--- src/rtl/fetch_pkg.sv ---
// Shared fetch/decode constants: ROM geometry, the halt opcode and the fetch state encoding.
// Decode imports the same package so both stages agree on HALT_OP.
package fetch_pkg;

    localparam int ADDR_W = 11;
    localparam int DATA_W = 32;

    localparam logic [5:0] HALT_OP = 6'b111111;

    typedef enum logic [1:0] {
        BOOT   = 2'd0,
        RUN    = 2'd1,
        HALTED = 2'd2
    } fetch_state_t;

    function automatic logic is_halt(input logic [DATA_W-1:0] word);
        return word[31:26] == HALT_OP;
    endfunction

endpackage

--- src/rtl/instruction_fetch_unit.sv ---
// Instruction fetch: owns the PC, drives the one-cycle-latency ROM and presents
// each fetched word with its address to decode, with stall, redirect and halt.
module instruction_fetch_unit
    import fetch_pkg::*;
#(
    parameter logic [ADDR_W-1:0] RESET_PC = '0
) (
    input  logic              clka,
    input  logic              rst,
    input  logic              stall,
    input  logic              redirect,
    input  logic [ADDR_W-1:0] redirect_addr,
    output logic [ADDR_W-1:0] imem_addr,
    input  logic [DATA_W-1:0] imem_dout,
    output logic [DATA_W-1:0] instr,
    output logic [ADDR_W-1:0] instr_pc,
    output logic              instr_valid,
    output logic              halted
);

    localparam logic [ADDR_W-1:0] PC_STEP = 1;

    fetch_state_t      state;
    fetch_state_t      next_state;
    logic [ADDR_W-1:0] pc;
    logic [ADDR_W-1:0] rd_pc;
    logic              rd_valid;
    logic              accept;
    logic              take_halt;

    // NOTE: reset is asynchronous, so it sits in the sensitivity list and wins over the clock.
    always_ff @(posedge clka or posedge rst) begin
        if (rst) begin
            state <= BOOT;
        end else begin
            state <= next_state;
        end
    end

    // Redirect overrides everything, including a halt accepted in the same cycle.
    always_comb begin
        // NOTE: default first so every path assigns next_state and no latch is inferred.
        next_state = state;
        if (redirect) begin
            next_state = RUN;
        end else begin
            unique case (state)
                BOOT:    next_state = RUN;
                RUN:     next_state = take_halt ? HALTED : RUN;
                HALTED:  next_state = HALTED;
                default: next_state = BOOT;
            endcase
        end
    end

    // While stalled the ROM re-reads rd_pc, so imem_dout stays put without a hold register.
    always_comb begin
        instr_valid = rd_valid && (state == RUN);
        halted      = (state == HALTED);
        accept      = instr_valid && !stall;
        take_halt   = accept && is_halt(imem_dout);
        imem_addr   = (stall && state == RUN) ? rd_pc : pc;
    end

    assign instr    = imem_dout;
    assign instr_pc = rd_pc;

    always_ff @(posedge clka or posedge rst) begin
        if (rst) begin
            pc       <= RESET_PC;
            rd_pc    <= RESET_PC;
            rd_valid <= 1'b0;
        end else if (redirect) begin
            // NOTE: non-blocking assignments so every register samples pre-edge values.
            pc       <= redirect_addr;
            rd_valid <= 1'b0;
        end else begin
            unique case (state)
                BOOT: begin
                    rd_pc    <= pc;
                    pc       <= pc + PC_STEP;
                    rd_valid <= 1'b1;
                end
                RUN: begin
                    if (!stall) begin
                        rd_pc    <= pc;
                        pc       <= pc + PC_STEP;
                        rd_valid <= !take_halt;
                    end
                end
                default: begin
                end
            endcase
        end
    end

endmodule

--- config.mk ---
export PLATFORM = sky130hd
export DESIGN_NAME = instruction_fetch_unit
export DESIGN_NICKNAME = d
export VERILOG_FILES = /design/src/rtl/fetch_pkg.sv /design/src/rtl/instruction_fetch_unit.sv
export SDC_FILE = /design/constraint.sdc
export NUM_CORES = 1
export LEC_CHECK = 0
export CORE_MARGIN = 2
export CORE_UTILIZATION = 39
export CTS_BUF_LIST = sky130_fd_sc_hd__clkbuf_16
export DETAILED_ROUTE_END_ITERATION = 10
export PLACE_DENSITY = 0.93
export SKIP_CTS_REPAIR_TIMING = 1
export SLEW_MARGIN = 20
export SYNTH_ARGS = -nofsm -noshare
export SYNTH_HDL_FRONTEND = slang
export SYNTH_SLANG_ARGS = --single-unit
--- constraint.sdc ---
create_clock -name clka -period 2.6 [get_ports clka]
set_clock_uncertainty 0.2 [all_clocks]
set_input_delay 0.52 -clock clka [delete_from_list [all_inputs] [get_ports clka]]
set_output_delay 0.52 -clock clka [all_outputs]
set_load 0.01 [all_outputs]
Yosys cells after proc, flatten, opt, wreduce, memory -nomap -nowiden
Cells that the tools add are included.
Word-level totals
  word-level logic and storage cells: 34
  bits in registers: 25
  input port bits: 47
Operators by class
  reduce and logical (&&, ||, !) cells: 11
  multiplexer cells: 12
  bitwise gates (word level): 1
  equality and inequality tests: 5
  $add $sub $neg: 1
Operator list (number)
  11-bit two-way mux: 4
  11-bit one-hot mux with 2 select lines: 2
  11-bit by 1-bit adder with 11-bit output, second input constant: 1
  6-bit == test, second input constant: 1
  2-bit one-hot mux with 3 select lines: 1
  1-bit logical AND: 4
  2-bit two-way mux: 2
  3-bit != test, second input constant: 1
  3-bit AND reduction: 1
  3-bit nonzero test: 1
  2-bit by 1-bit == test with 1-bit output, second input constant: 1
  2-bit == test, second input constant: 1
  1-bit zero test: 2
  2-bit zero test: 1
  1-bit two-way mux: 2
  2-bit != test, second input constant: 1
  1-bit one-hot mux with 2 select lines: 1
  2-bit AND reduction: 1
  2-bit nonzero test: 1
  1-bit inverter: 1

Depth between registers and ports, before layout
Gate-level depths: netlist of run 1.
  depth in word-level cells: 8
  mapped depth: 5
  gate-level depth less buffers: 5

Worst setup path after synthesis of run 1
Ideal clock, no wire load.
  path type: register to output
  from: register state[0]
  to: output imem_addr[0]
  path slack: 0.720 ns
  cell stages (with the launch flop): 5
  arrival time: 1.160 ns
  cells stage by stage: dfrtp_1 nor2b_1 nand2_1 buf_2 mux2_2
Between the ends
  word-level cells in the longest chain between the ends: 3
Ends and longest elaborated chain
  start, declared: line instruction_fetch_unit.sv:23  | fetch_state_t state;
  start signal, assigned: line instruction_fetch_unit.sv:36  | state <= next_state;
  2-bit by 1-bit == test with 1-bit output: line instruction_fetch_unit.sv:62  | imem_addr = (stall && state == RUN) ? rd_pc : pc;
  1-bit logical AND: line instruction_fetch_unit.sv:62
  11-bit two-way mux: line instruction_fetch_unit.sv:62
  end, declared: line instruction_fetch_unit.sv:13  | output logic [ADDR_W-1:0] imem_addr,
Every way passes these cells.

Worst setup path after layout of run 1
  from: input stall
  to: output imem_addr[10]
Between the ends
  word-level cells in the longest chain between the ends: 2
Ends and longest elaborated chain
  start, declared: line instruction_fetch_unit.sv:10  | input logic stall,
  1-bit logical AND: line instruction_fetch_unit.sv:62
  11-bit two-way mux: line instruction_fetch_unit.sv:62
Every way passes these cells.

==> results of run 1 <==
logic make-up after synthesis:
logic type	after synthesis	share of synthesized area
AOI/OAI and AO/OA	17	0.06076
muxes	23	0.1647
and+or+nand+nor	40	0.1431
xor gates and xnor gates	7	0.03917
buffers and inverters	40	0.1846
DFF	25	0.3997
adders and majority gates	1	0.007992
worst max-delay path, stage by stage:
cell and delay [ns]:
clkdlybuf4s50_1 0.42, nand2_1 0.11, buf_12 0.14, mux2_2 0.34, dlymetal6s2s_1 0.17
cell type report:
class | count | area (sq um) | area share
sequential | 25 | 625.6 | 0.3088
inverter | 2 | 7.507 | 0.003706
timing repair buffer | 58 | 600.6 | 0.2965
multi-input combinational | 88 | 650.6 | 0.3212
tap | 50 | 62.56 | 0.03088
clock buffer | 3 | 75.07 | 0.03706
clock inverter | 1 | 3.754 | 0.001853
routing by layer:
layer,GRT usage,up-vias,wire length [um]
met4,0.06122,0,29
met2,0.2574,44,1549
met1,0.1732,536,1315
met5,0,-,0
met3,0.03167,6,235
li1,-,539,-
cell usage in the layout (no fill, tap or decap), drive strengths merged, types with 5 or more instances in the layout:
cell,Yosys,routed
nand2,13,13
o21ai,12,12
buf,37,8
mux2,22,22
xor2,6,6
dfrtp,25,25
and2,5,5
clkdlybuf4s50,0,39
dlymetal6s2s,0,11
path summary, 6_finish.rpt:
path	start	endpoint	slack, ns	depth (start not counted)
min in group asynchronous	rst	pc[0]	0.42	3
min reg2reg	instr_pc[8]	instr_pc[8]	0.33	1
max reg2reg	state[0]	instr_pc[4]	0.79	4
max	stall	imem_addr[10]	0.17	5
min	instr_pc[8]	instr_pc[8]	0.33	1
max in group asynchronous	rst	pc[8]	1.54	3
metrics by stage:
| stage | setup WS [ns] | instance area [sq um] | utilization | instances | setup TNS [ns] |
|---|---|---|---|---|---|
| final | 0.1682 | 2026 | 0.5138 | 227 | 0 |
| after detailed placement | -0.1378 | 1919 | 0.4868 | 223 | -1.438 |
| after global routing | 0.1044 | 2026 | 0.5138 | 227 | 0 |
| after floorplan | 0.7201 | 1565 | - | 153 | 0 |
| after global placement | -0.1308 | 1919 | 0.4868 | 223 | -1.357 |
| after CTS | -0.1507 | 1998 | 0.5068 | 227 | -1.527 |
power breakdown:
part	internal [mW]	total, mW	leakage [nW]	switching, mW
Combinational	0.219	0.347	0.596	0.128
Sequential	0.442	0.496	0.297	0.0536
Clock	0.205	0.331	0.0423	0.126
Total	0.867	1.17	0.935	0.307
sequential cells by signal (all words and copies together), names as in the netlist:
register	cells
instr_pc	11
pc	11
state	2
rd_valid	1
synth_stat cells (all sizes together) (2+ instances only):
cell / instances
or3: 3
nor2: 4
and2: 5
nand2: 13
xor2: 6
a31oi: 3
and3: 2
inv: 2
dfrtp: 25
o21ai: 12
mux2: 22
nand4: 4
buf: 37
nand3: 3
==> results.json, run 1 <==
{
  "die_w_um": 67.35,
  "fp.dieH_um": 67.35,
  "io_buffer_count": 50,
  "synth_edf_count": 0,
  "synth_cells": 153,
  "first_pass_iters": 4,
  "cts_buffers": 3,
  "p_total_mw": 1.174,
  "leakagePower_nw": 0.9347,
  "period_needed_ns": 2.432,
  "ys_types": 32,
  "wirelength_um": 3130,
  "start_kind": "input port",
  "synthesis.area_sq_um": 1565,
  "std_cell_rows": 23,
  "h-tree-depth": 1,
  "dp_hpwl_um": 2350,
  "coreArea_sq_um": 3943,
  "crit_path_max_fanout": 11,
  "syn_area_per_cell_sq_um": 10.23,
  "final_nets": 226,
  "rsz0062_at_grt": "false",
  "maxSlewViolCount": 0,
  "diodes": 0,
  "fill_cells": 356,
  "grt_max_degree": 26,
  "clkSlewWorstSetupHoldPaths_ns": 0.06,
  "yosysWarningCount": 0,
  "initial_core_util": 0.3970,
  "setup_violations": 0,
  "drive_above_1_share": 0.2203,
  "endpoint_kind": "primary output",
  "synthFlopType": "dfrtp_1",
  "synthArstFlopShare": 1.000,
  "grt_use_total": 0.1468,
  "cts_sinks": 25,
  "maxCapViolCount": 0,
  "status": "finished clean",
  "first_global_vias": 1148,
  "yosys_register_bits": 25,
  "grt_antenna_before_repair": 0,
  "fin_crit_sh": 0.9353,
  "synth_top_area_cell": "dfrtp_1",
  "ioPinCount": 103,
  "wl_per_cell_um": 13.79,
  "ctsRootBufferMaster": "clkbuf_16",
  "hold_violations": 0,
  "required_ns": 1.88,
  "ir_drop_mv": 0.2357,
  "ant_nets": 0,
  "avgViaCountPerCell": 4.956,
  "area_growth_pct": 29.42,
  "powerDensity_nw_per_um2": 579.5,
  "worstMarginPinSlew_ns": 0.4059,
  "criticalPathCategory": "input port to primary output",
  "ys_top_cells_by_area": "dfrtp_1, mux2_2, buf_4, o21ai_0, xor2_1",
  "max_freq_mhz": 411.2,
  "vias": 1125,
  "clock_latency_ns": 0.25,
  "relSlewSlack": 0.7294,
  "synth_top_area_share": 0.3997,
  "hold_slack_ns": 0.3291,
  "cts_tree": "done",
  "grt_pass1_wl_um": 5037,
  "cts_buffer_depth": 2,
  "drt_iter0_markers": 20,
  "die-area_sq_um": 4536,
  "synth_nets": 201,
  "hp-class": "flop to flop",
  "grt-ovfl-total": 0,
  "drcViolationCount": 0,
  "place_congestion": 0.8144,
  "yosysSeqAreaShare": 0.3997,
  "crit_arrival_ns": 1.71
}
(Power assumes the default switching activity.)
==> run 2: changes to the inputs <==
CTS_CLUSTER_DIAMETER = 100   (was default)
==> results of run 2 <==
No change in the layout: final DEF, timing and power equal those of run 1.
